==> config.mk <==
export PLATFORM = sky130hd
export DESIGN_NAME = ilog_unit_flat
export DESIGN_NICKNAME = d
export VERILOG_FILES = /design/src/rtl/ilog_unit_if.sv /design/src/rtl/ilog_unit.sv /design/src/flat_wrapper.sv
export SDC_FILE = /design/constraint.sdc
export NUM_CORES = 1
export LEC_CHECK = 0
export CORE_MARGIN = 4
export CORE_UTILIZATION = 55
export CTS_CLUSTER_SIZE = 28
export DETAILED_ROUTE_END_ITERATION = 8
export HOLD_SLACK_MARGIN = 0.02
export PLACE_DENSITY = 0.79
export SLEW_MARGIN = 40
export SYNTH_ARGS = -nofsm -noshare
export SYNTH_HDL_FRONTEND = slang
export SYNTH_SLANG_ARGS = --single-unit
==> constraint.sdc <==
create_clock -name clk -period 7 [get_ports clk]
set_clock_uncertainty 0.15 [all_clocks]
set_input_delay 0.7 -clock clk [delete_from_list [all_inputs] [get_ports clk]]
set_output_delay 0.7 -clock clk [all_outputs]
set_load 0.01 [all_outputs]
==> src/rtl/ilog_unit_if.sv <==
// ----------------------------------------------------------------------------
// ilog_unit_if : request/response bundle for the ilog_unit coprocessor.
//
//   start   requester -> unit  request, sampled only while the unit is idle
//   mode    requester -> unit  0 = floor, 1 = ceil (captured with start)
//   base    requester -> unit  logarithm base (captured with start)
//   value   requester -> unit  argument (captured with start)
//   busy    unit -> requester  high whenever the unit is not idle
//   done    unit -> requester  one-cycle pulse: result/err valid
//   result  unit -> requester  computed exponent
//   err     unit -> requester  invalid-operand flag for result
//   pow_out unit -> requester  base^floor_result (only with ILOG_POW_OUT_EN)
//
// Optional feature macro: ILOG_POW_OUT_EN
// ----------------------------------------------------------------------------
interface ilog_unit_if #(
    parameter int W = 16
);
    localparam int RW = $clog2(W) + 1;

    logic          start;
    logic          mode;
    logic [W-1:0]  base;
    logic [W-1:0]  value;
    logic          busy;
    logic          done;
    logic [RW-1:0] result;
    logic          err;
`ifdef ILOG_POW_OUT_EN
    logic [W-1:0]  pow_out;
`endif

    modport master (
        output start, mode, base, value,
        input  busy, done, result, err
`ifdef ILOG_POW_OUT_EN
        , input pow_out
`endif
    );

    modport slave (
        input  start, mode, base, value,
        output busy, done, result, err
`ifdef ILOG_POW_OUT_EN
        , output pow_out
`endif
    );
endinterface

==> src/rtl/ilog_unit.sv <==
// ----------------------------------------------------------------------------
// ilog_unit : iterative integer logarithm, floor or ceil of log_base(value).
// One multiply per cycle: pow is multiplied by base until the next product
// would exceed value; the number of successful steps is the floor result.
//
// Ports:
//   clk    rising-edge clock
//   rst_n  asynchronous active-low reset (abandons any running operation)
//   bus    ilog_unit_if.slave: start/mode/base/value in,
//          busy/done/result/err (and pow_out) out, all registered
//
// Optional feature macro: ILOG_POW_OUT_EN
//   defined   : bus.pow_out = final pow register (base^floor_result),
//               0 on the error path, valid with done
//   undefined : pow stays internal, everything else identical
// ----------------------------------------------------------------------------
module ilog_unit #(
    parameter int W = 16
) (
    input  logic        clk,
    input  logic        rst_n,
    ilog_unit_if.slave  bus
);
    localparam int RW = $clog2(W) + 1;

    typedef enum logic [1:0] {
        S_IDLE = 2'd0,
        S_CALC = 2'd1,
        S_FIN  = 2'd2
    } state_t;

    state_t        r_state;
    logic [W-1:0]  r_b;
    logic [W-1:0]  r_v;
    logic [W-1:0]  r_pow;
    logic [RW-1:0] r_e;
    logic          r_m;
    logic          r_busy;
    logic          r_done;
    logic [RW-1:0] r_result;
    logic          r_err;

    logic [2*W-1:0] w_prod;
    logic           w_fits;
    logic           w_bad;

    // Full 2W-bit product so the compare against value never sees a
    // wrapped power (e.g. base 2 stepping past 2^W-1).
    assign w_prod = {{W{1'b0}}, r_pow} * {{W{1'b0}}, r_b};
    assign w_fits = (w_prod <= {{W{1'b0}}, r_v});
    // base < 2 or value == 0
    assign w_bad  = (r_b[W-1:1] == '0) || (r_v == '0);

    always_ff @(posedge clk or negedge rst_n) begin
        if (!rst_n) begin
            r_state  <= S_IDLE;
            r_b      <= '0;
            r_v      <= '0;
            r_pow    <= '0;
            r_e      <= '0;
            r_m      <= 1'b0;
            r_busy   <= 1'b0;
            r_done   <= 1'b0;
            r_result <= '0;
            r_err    <= 1'b0;
        end else begin
            r_done <= 1'b0;
            case (r_state)
                S_IDLE: begin
                    if (bus.start) begin
                        r_b     <= bus.base;
                        r_v     <= bus.value;
                        r_m     <= bus.mode;
                        r_pow   <= {{(W-1){1'b0}}, 1'b1};
                        r_e     <= '0;
                        r_busy  <= 1'b1;
                        r_state <= S_CALC;
                    end
                end
                S_CALC: begin
                    // Invalid operands still pass through one CALC cycle, so
                    // an error reports done two edges after start; the
                    // valid-operand check here can never fire for them.
                    if (w_bad) begin
                        r_result <= '0;
                        r_err    <= 1'b1;
                        r_pow    <= '0;
                        r_done   <= 1'b1;
                        r_state  <= S_FIN;
                    end else if (w_fits) begin
                        r_pow <= w_prod[W-1:0];
                        r_e   <= r_e + 1'b1;
                    end else begin
                        // Ceil rounds up unless value is an exact power.
                        r_result <= (r_m && (r_pow != r_v)) ? r_e + 1'b1 : r_e;
                        r_err    <= 1'b0;
                        r_done   <= 1'b1;
                        r_state  <= S_FIN;
                    end
                end
                S_FIN: begin
                    // start seen here is dropped; requester retries once idle
                    r_busy  <= 1'b0;
                    r_state <= S_IDLE;
                end
                default: begin
                    r_busy  <= 1'b0;
                    r_state <= S_IDLE;
                end
            endcase
        end
    end

    assign bus.busy   = r_busy;
    assign bus.done   = r_done;
    assign bus.result = r_result;
    assign bus.err    = r_err;
`ifdef ILOG_POW_OUT_EN
    assign bus.pow_out = r_pow;
`endif

endmodule
==> src/flat_wrapper.sv <==
// flat-port wrapper written by rule: the top's interface ports become plain ports
module ilog_unit_flat 
#(
    parameter int W = 16
)
  (clk, rst_n, bus_start, bus_mode, bus_base, bus_value, bus_busy, bus_done, bus_result, bus_err);
  ilog_unit_if #(.W(W)) bus_i ();
  input  logic clk;
  input  logic rst_n;
  input wire logic [$bits(bus_i.start)-1:0] bus_start;
  input wire logic [$bits(bus_i.mode)-1:0] bus_mode;
  input wire logic [$bits(bus_i.base)-1:0] bus_base;
  input wire logic [$bits(bus_i.value)-1:0] bus_value;
  output wire logic [$bits(bus_i.busy)-1:0] bus_busy;
  output wire logic [$bits(bus_i.done)-1:0] bus_done;
  output wire logic [$bits(bus_i.result)-1:0] bus_result;
  output wire logic [$bits(bus_i.err)-1:0] bus_err;
  assign bus_i.start = bus_start;
  assign bus_i.mode = bus_mode;
  assign bus_i.base = bus_base;
  assign bus_i.value = bus_value;
  assign bus_busy = bus_i.busy;
  assign bus_done = bus_i.done;
  assign bus_result = bus_i.result;
  assign bus_err = bus_i.err;
  ilog_unit #(.W(W)) u_core (.clk(clk), .rst_n(rst_n), .bus(bus_i));
endmodule
==> flow_metrics.tcl, run 1 <==
set metrics [dict create \
    status "complete, but fails checks" \
    fp.dieW_um 156.0 \
    ys_async_sr_fraction_pct 100.0 \
    grt_pass1_wl_um 55400 \
    ys_seq_elements 64 \
    viasPerCell 5.671 \
    area_growth_pct 19.93 \
    core_area_mm2 0.02129 \
    clk_pin_slew_ns 0.06 \
    p_per_area_mw_per_mm2 507.7 \
    dpl-instance-area_mm2 0.01381 \
    final_cell_area_mm2 0.01445 \
    fin_nets 1889 \
    first_global_vias 10940 \
    cp.required_ns 7.12 \
    fin_ws_ns -0.3766 \
    internal-power_mw 3.621 \
    gr-total-overflow 0 \
    setup_viol 30 \
    cts_root_buffer "clkbuf_16" \
    syn-instance-count 1386 \
    r2r-end "u_core.r_e[3]" \
    p_sw_mw 3.715 \
    yosys_warnings 0 \
    synth_sequential_area_ratio_pct 13.29 \
    drive_above_1_share_pct 16.53 \
    avgSynthCellArea_um2 8.693 \
    std_cell_rows 53 \
    n_antenna_cell 0 \
    insertion_delay_ns 0.35 \
    cp-end-kind "register" \
    dp.final_hpwl_um 26910 \
    synth_edf_count 0 \
    cp_slowest_cell "fa_1" \
    pwr-share-comb_pct 82.2 \
    placement.io_buffers 43 \
    worstPathMaxFanout 7 \
    remaining_drc_errors 0 \
    vias 10310 \
    p_leak_nw 7.268 \
    hold_violations 0 \
    cts_tree "done" \
    synthesis.area_mm2 0.01205 \
    start_util_pct 56.60 \
    die_h_um 156.0 \
    gp_congestion 0.9530 \
    hold_path.class "primary input to asynchronous set/reset pin" \
    ios 44 \
    p_clk_share_pct 7.0 \
    synth_top_cell_area_share_pct 32.24 \
    yosysTopAreaCell "fa_1" \
    antenna_found_initial 0 \
    r2r_start "u_core.r_b[4]" \
    ir_drop_uv 540.5 \
    violations "negative setup slack" \
    drt_iter0_drc 671 \
    start_kind "register" \
    ys.flop_type "dfrtp_1" \
    hold_buffers 0 \
    worst_slew_pin_slew_ns 0.6341 \
    rrSetupSlack_ns -0.38 \
    finalCriticalPeriod_ns 7.377 \
    grt_usage_pct 28.50 \
    path_class "register to register" \
    ys_types 62 \
    yosysMostFrequentCell "nand2_1" \
    power.share.switching_pct 50.64 \
    rsz0062_at_grt "yes" \
    slew_violations 0 \
    post-route-period-util_pct 105.4 \
    cts.path.max_buffers 2 \
    arrival_ns 7.49 \
    holdWs_ns 0.2977 \
    drt-pass1-iter-count 7 \
    htree_levels 3 \
    cts_made_buffers 9 \
    power.share.sequential_pct 10.8 \
    cpPeakStageDelay_ns 0.54 \
    relSlewSlack_pct 57.73 \
    synth_nets 1737 \
    die_area_mm2 0.02434 \
    crit_path_frequent_cell "fa_1" \
    maxCapViolations 0 \
    synth_top_cells_by_area "fa_1 32%, dfrtp_1 13%, ha_1 13%, nand2_1 7.8%, inv_1 7.5%" \
    max_freq_mhz 135.6 \
    synth_common_cells "251 x nand2_1, 241 x inv_1, 194 x fa_1, 121 x ha_1, 116 x and2_1" \
    clkSinkCount 64 \
    finalWirelength_um 32950 \
    grt_max_degree 65 \
    reg2regPathDepth 28 \
    ant_nets 0 \
    wl_per_cell_um 18.12 \
]
repair_timing:
action,4_1_cts,5_1_grt
resized for setup,39,23
setup buffers,6,7
hold endpoints to repair,0,0
endpoints found under the setup margin,30,30
pin swaps,5,2
area by class of cell:
type,count,area [um^2]
inverters,241,904.6
fillers,1647,6838
flip-flops and latches,64,1623
multi-input cells,1001,9419
clock buffers,9,225.2
well taps,275,344.1
repair buffers,221,1829
clock inverters,7,103.9
sequential cells by signal, indices dropped and copies added, names as in the netlist:
register           flops
u_core.r_b            16
u_core.r_pow          16
u_core.r_v            16
u_core.bus.result      5
u_core.r_e             5
u_core.r_state         2
u_core.bus.busy        1
u_core.bus.done        1
u_core.bus.err         1
u_core.r_m             1
critical path: cells and delay by family, from the launching register on:
kind / cells / cell delay [ns]
fa+ha+maj: 8 / 3.68
simple gates: 11 / 2.10
compound gates: 4 / 0.51
flops: 1 / 0.46
buf+inv: 4 / 0.21
xor+xnor: 1 / 0.15
per-layer routing:
layer | GRT usage [%] | wire (um) | vias up | part of all wire, %
li1 | - | - | 4666 | -
met4 | 8.045 | 844 | 0 | 2.6
met5 | 0 | 0 | - | 0
met1 | 37.99 | 13600 | 5133 | 41
met2 | 47.49 | 15960 | 424 | 48
met3 | 5.881 | 2547 | 87 | 7.7
metrics by stage:
step	setup slack [ns]	cells	util, %	setup TNS [ns]	power, mW
global placement	-0.3794	1791	64.83	-8.427	6.069
finish	-0.3766	1818	67.88	-8.612	7.336
detailed placement	-0.4808	1791	64.87	-11.41	6.211
floorplan	0.00008926	1386	-	0	4.129
global route	-0.6142	1818	67.88	-15.86	8.018
CTS	-0.2825	1812	67.34	-6.211	7.130
power groups by stage:
stage,sequential (mW),combinational [mW],clock [mW]
after CTS,0.785,5.83,0.516
after detailed placement,0.784,5.43,0
after floorplan,0.624,3.50,0
after global placement,0.778,5.29,0
after global routing,0.818,6.67,0.531
final,0.796,6.03,0.512
kinds of logic (layout without fill, tap and decap cells):
logic type,count (synthesis),in the layout,synth area share [%]
AND/OR/NAND/NOR,466,466,18.61
multiplexers,2,2,0.1662
adder cells (fa/ha/maj),315,315,44.80
XOR/XNOR,40,40,2.908
buffers and inverters,321,478,10.26
AO/OA/AOI/OAI,178,178,9.959
flip-flops,64,64,13.29
cell usage in the layout, fill, tap and decap left out, types with 15 or more instances in the layout:
master,netlist,layout
a21oi_1,41,35
a22o_1,16,16
and2_1,116,113
buf_4,2,168
clkdlybuf4s50_1,0,42
dfrtp_1,64,47
dfrtp_2,0,17
fa_1,194,193
ha_1,121,118
inv_1,241,239
nand2_1,251,250
nand3_1,15,15
nor2_1,18,17
o21ai_0,41,36
xnor2_1,26,25
worst max path at each step:
stage             startpoint                   end  cells after the start
2_1_floorplan  u_core.r_b[4]       u_core.r_pow[6]                     30
3_3_place_gp   u_core.r_b[1]  u_core.bus.result[2]                     25
3_5_place_dp   u_core.r_b[1]  u_core.bus.result[1]                     25
4_1_cts        u_core.r_b[4]         u_core.r_e[3]                     28
5_1_grt        u_core.r_b[4]         u_core.r_e[4]                     28
6_report       u_core.r_b[4]         u_core.r_e[3]                     28
Note: power is estimated with default switching activity, not from simulation.
==> inputs of run 2 (changes only) <==
- SLEW_MARGIN: 40 -> unset
==> flow_metrics.tcl, run 2 (synthesized netlist as in run 1, its figures left out) <==
set metrics [dict create \
    relSlewSlack_pct 29.97 \
    cpLargestDelayFamily "adder cells" \
    r2r_start "u_core.r_b[6]" \
    status "complete, but fails checks" \
    rsz0062_at_grt "yes" \
    reg2regPathDepth 28 \
    setup_viol 29 \
    drt-pass1-iter-count 5 \
    reg_top3 "u_core.r_b x16, u_core.r_pow x16, u_core.r_v x16" \
    clkSinkCount 64 \
    cts_tree "done" \
    cp_slowest_cell "fa_1" \
    p_sw_mw 3.962 \
    arrival_ns 7.34 \
    dpl-instance-area_mm2 0.01380 \
    min_to "u_core.r_m" \
    cp.required_ns 7.07 \
    wl_per_cell_um 18.64 \
    finalWirelength_um 34220 \
    drive_above_1_share_pct 19.86 \
    cts.path.max_buffers 2 \
    max_freq_mhz 137.7 \
    fin_ws_ns -0.2612 \
    p_total_mw 7.867 \
    cts_made_buffers 9 \
    final_cell_area_mm2 0.01478 \
    p_clk_share_pct 6.5 \
    path_buf_inv 7 \
    post-route-period-util_pct 103.7 \
    slew_violations 0 \
    grt_max_degree 65 \
    r2r-end "u_core.r_pow[2]" \
    area_growth_pct 22.68 \
    rrSetupSlack_ns -0.26 \
    grt_usage_pct 28.79 \
    grt_pass1_wl_um 56030 \
    die_h_um 156.0 \
    fin_nets 1907 \
    hold_buffers 0 \
    placement.io_buffers 43 \
    power.share.switching_pct 50.36 \
    fp.dieW_um 156.0 \
    clk_pin_slew_ns 0.06 \
    pwr-share-comb_pct 83.3 \
    layout_commonest_cell "nand2_1" \
    vias 10460 \
    internal-power_mw 3.905 \
    std_cell_rows 53 \
    start_util_pct 56.60 \
    maxCapViolations 0 \
    first_global_vias 11090 \
    htree_levels 3 \
    viasPerCell 5.698 \
    antenna_found_initial 0 \
    n_antenna_cell 0 \
    ios 44 \
    p_leak_nw 7.370 \
    cp-end-kind "register" \
    dp.final_hpwl_um 26840 \
    ant_nets 0 \
    p_per_area_mw_per_mm2 532.3 \
    core_area_mm2 0.02129 \
    gp_congestion 0.9530 \
    remaining_drc_errors 0 \
    hold_violations 0 \
    worst_slew_pin_slew_ns 1.048 \
    cpPeakStageDelay_ns 0.58 \
    gr-total-overflow 0 \
    insertion_delay_ns 0.35 \
    worstPathMaxFanout 8 \
    drt_iter0_drc 824 \
    violations "negative setup slack" \
    path_class "register to register" \
    power.share.sequential_pct 10.1 \
    ir_drop_uv 499.4 \
    finalCriticalPeriod_ns 7.261 \
    worstHoldStart "u_core.r_m" \
    hold_path.class "register to register" \
    die_area_mm2 0.02434 \
    min_path_cells 2 \
    cts_root_buffer "clkbuf_16" \
    start_kind "register" \
    fin_util_pct 69.44 \
    final_cell_mix "250 x nand2_1, 231 x inv_1, 189 x fa_1, 183 x buf_4, 113 x ha_1" \
]
-- run 2: cell types whose count changed in the layout (fill, tap and decap cells not counted), moves of 6 or more --
cell,change
and2_1,-6
buf_4,+15
inv_1,-8
inv_2,+8
-- run 2: power groups by stage --
stage / Clock [mW] / Sequential, mW / Combinational [mW]
after floorplan: 0 / 0.624 / 3.50
after global placement: 0 / 0.778 / 5.29
after detailed placement: 0 / 0.786 / 5.43
after CTS: 0.516 / 0.786 / 5.92
after global routing: 0.530 / 0.819 / 7.17
final: 0.513 / 0.798 / 6.56
-- run 2: how the worst max path moves through the flow --
stage / from / endpoint / slack, ns / cells past startpoint
global placement: u_core.r_b[1] / u_core.bus.result[2] / -0.38 / 25
floorplan: u_core.r_b[4] / u_core.r_pow[6] / 0.00009 / 30
CTS: u_core.r_pow[5] / u_core.r_pow[2] / -0.38 / 29
detailed placement: u_core.r_b[4] / u_core.r_pow[2] / -0.52 / 26
finish: u_core.r_b[6] / u_core.r_pow[2] / -0.26 / 28
global route: u_core.r_pow[5] / u_core.bus.result[3] / -0.49 / 32
-- run 2: timing repair --
item / 4_1_cts / 5_1_grt
setup buffers: 16 / 12
gates cloned: 0 / 1
pin swaps: 32 / 38
setup endpoints to repair: 30 / 30
gates resized for setup: 52 / 57
-- run 2: worst reg2reg max path, delay by kind of cell, from the launching register on --
kind	cells	cell delay, ns
buf+inv	7	0.82
simple gates	4	0.78
fa+ha+maj	8	3.22
flops	1	0.47
compound gates	8	1.51
xor+xnor	1	0.18
-- run 2: area by class of cell --
cell class | count | area [um^2]
multi-input combinational | 1002 | 9603
tap | 275 | 344.1
clock buffer | 9 | 225.2
inverter | 241 | 904.6
fill | 1576 | 6506
timing repair buffer | 238 | 1978
clock inverter | 7 | 103.9
sequential | 64 | 1622
-- run 2: layer usage --
metal	vias to the layer above	GRT usage (%)	part of all wire (%)	wire length, um
li1	4708	-	-	-
met1	5218	38.50	41	14090
met2	438	48.37	48	16550
met3	98	5.049	7.4	2540
met4	0	8.462	3.1	1047
met5	-	0	0	0
-- run 2: through the flow --
step	hold WS (ns)	setup slack (ns)	std cells	setup TNS, ns
3_3_place_gp	0.3638	-0.3794	1791	-8.427
6_report	0.3858	-0.2612	1836	-5.941
2_1_floorplan	0.2544	0.00008926	1386	0
3_5_place_dp	0.3730	-0.5238	1791	-12.99
5_1_grt	0.4176	-0.4934	1836	-12.12
4_1_cts	0.3870	-0.3833	1823	-9.699
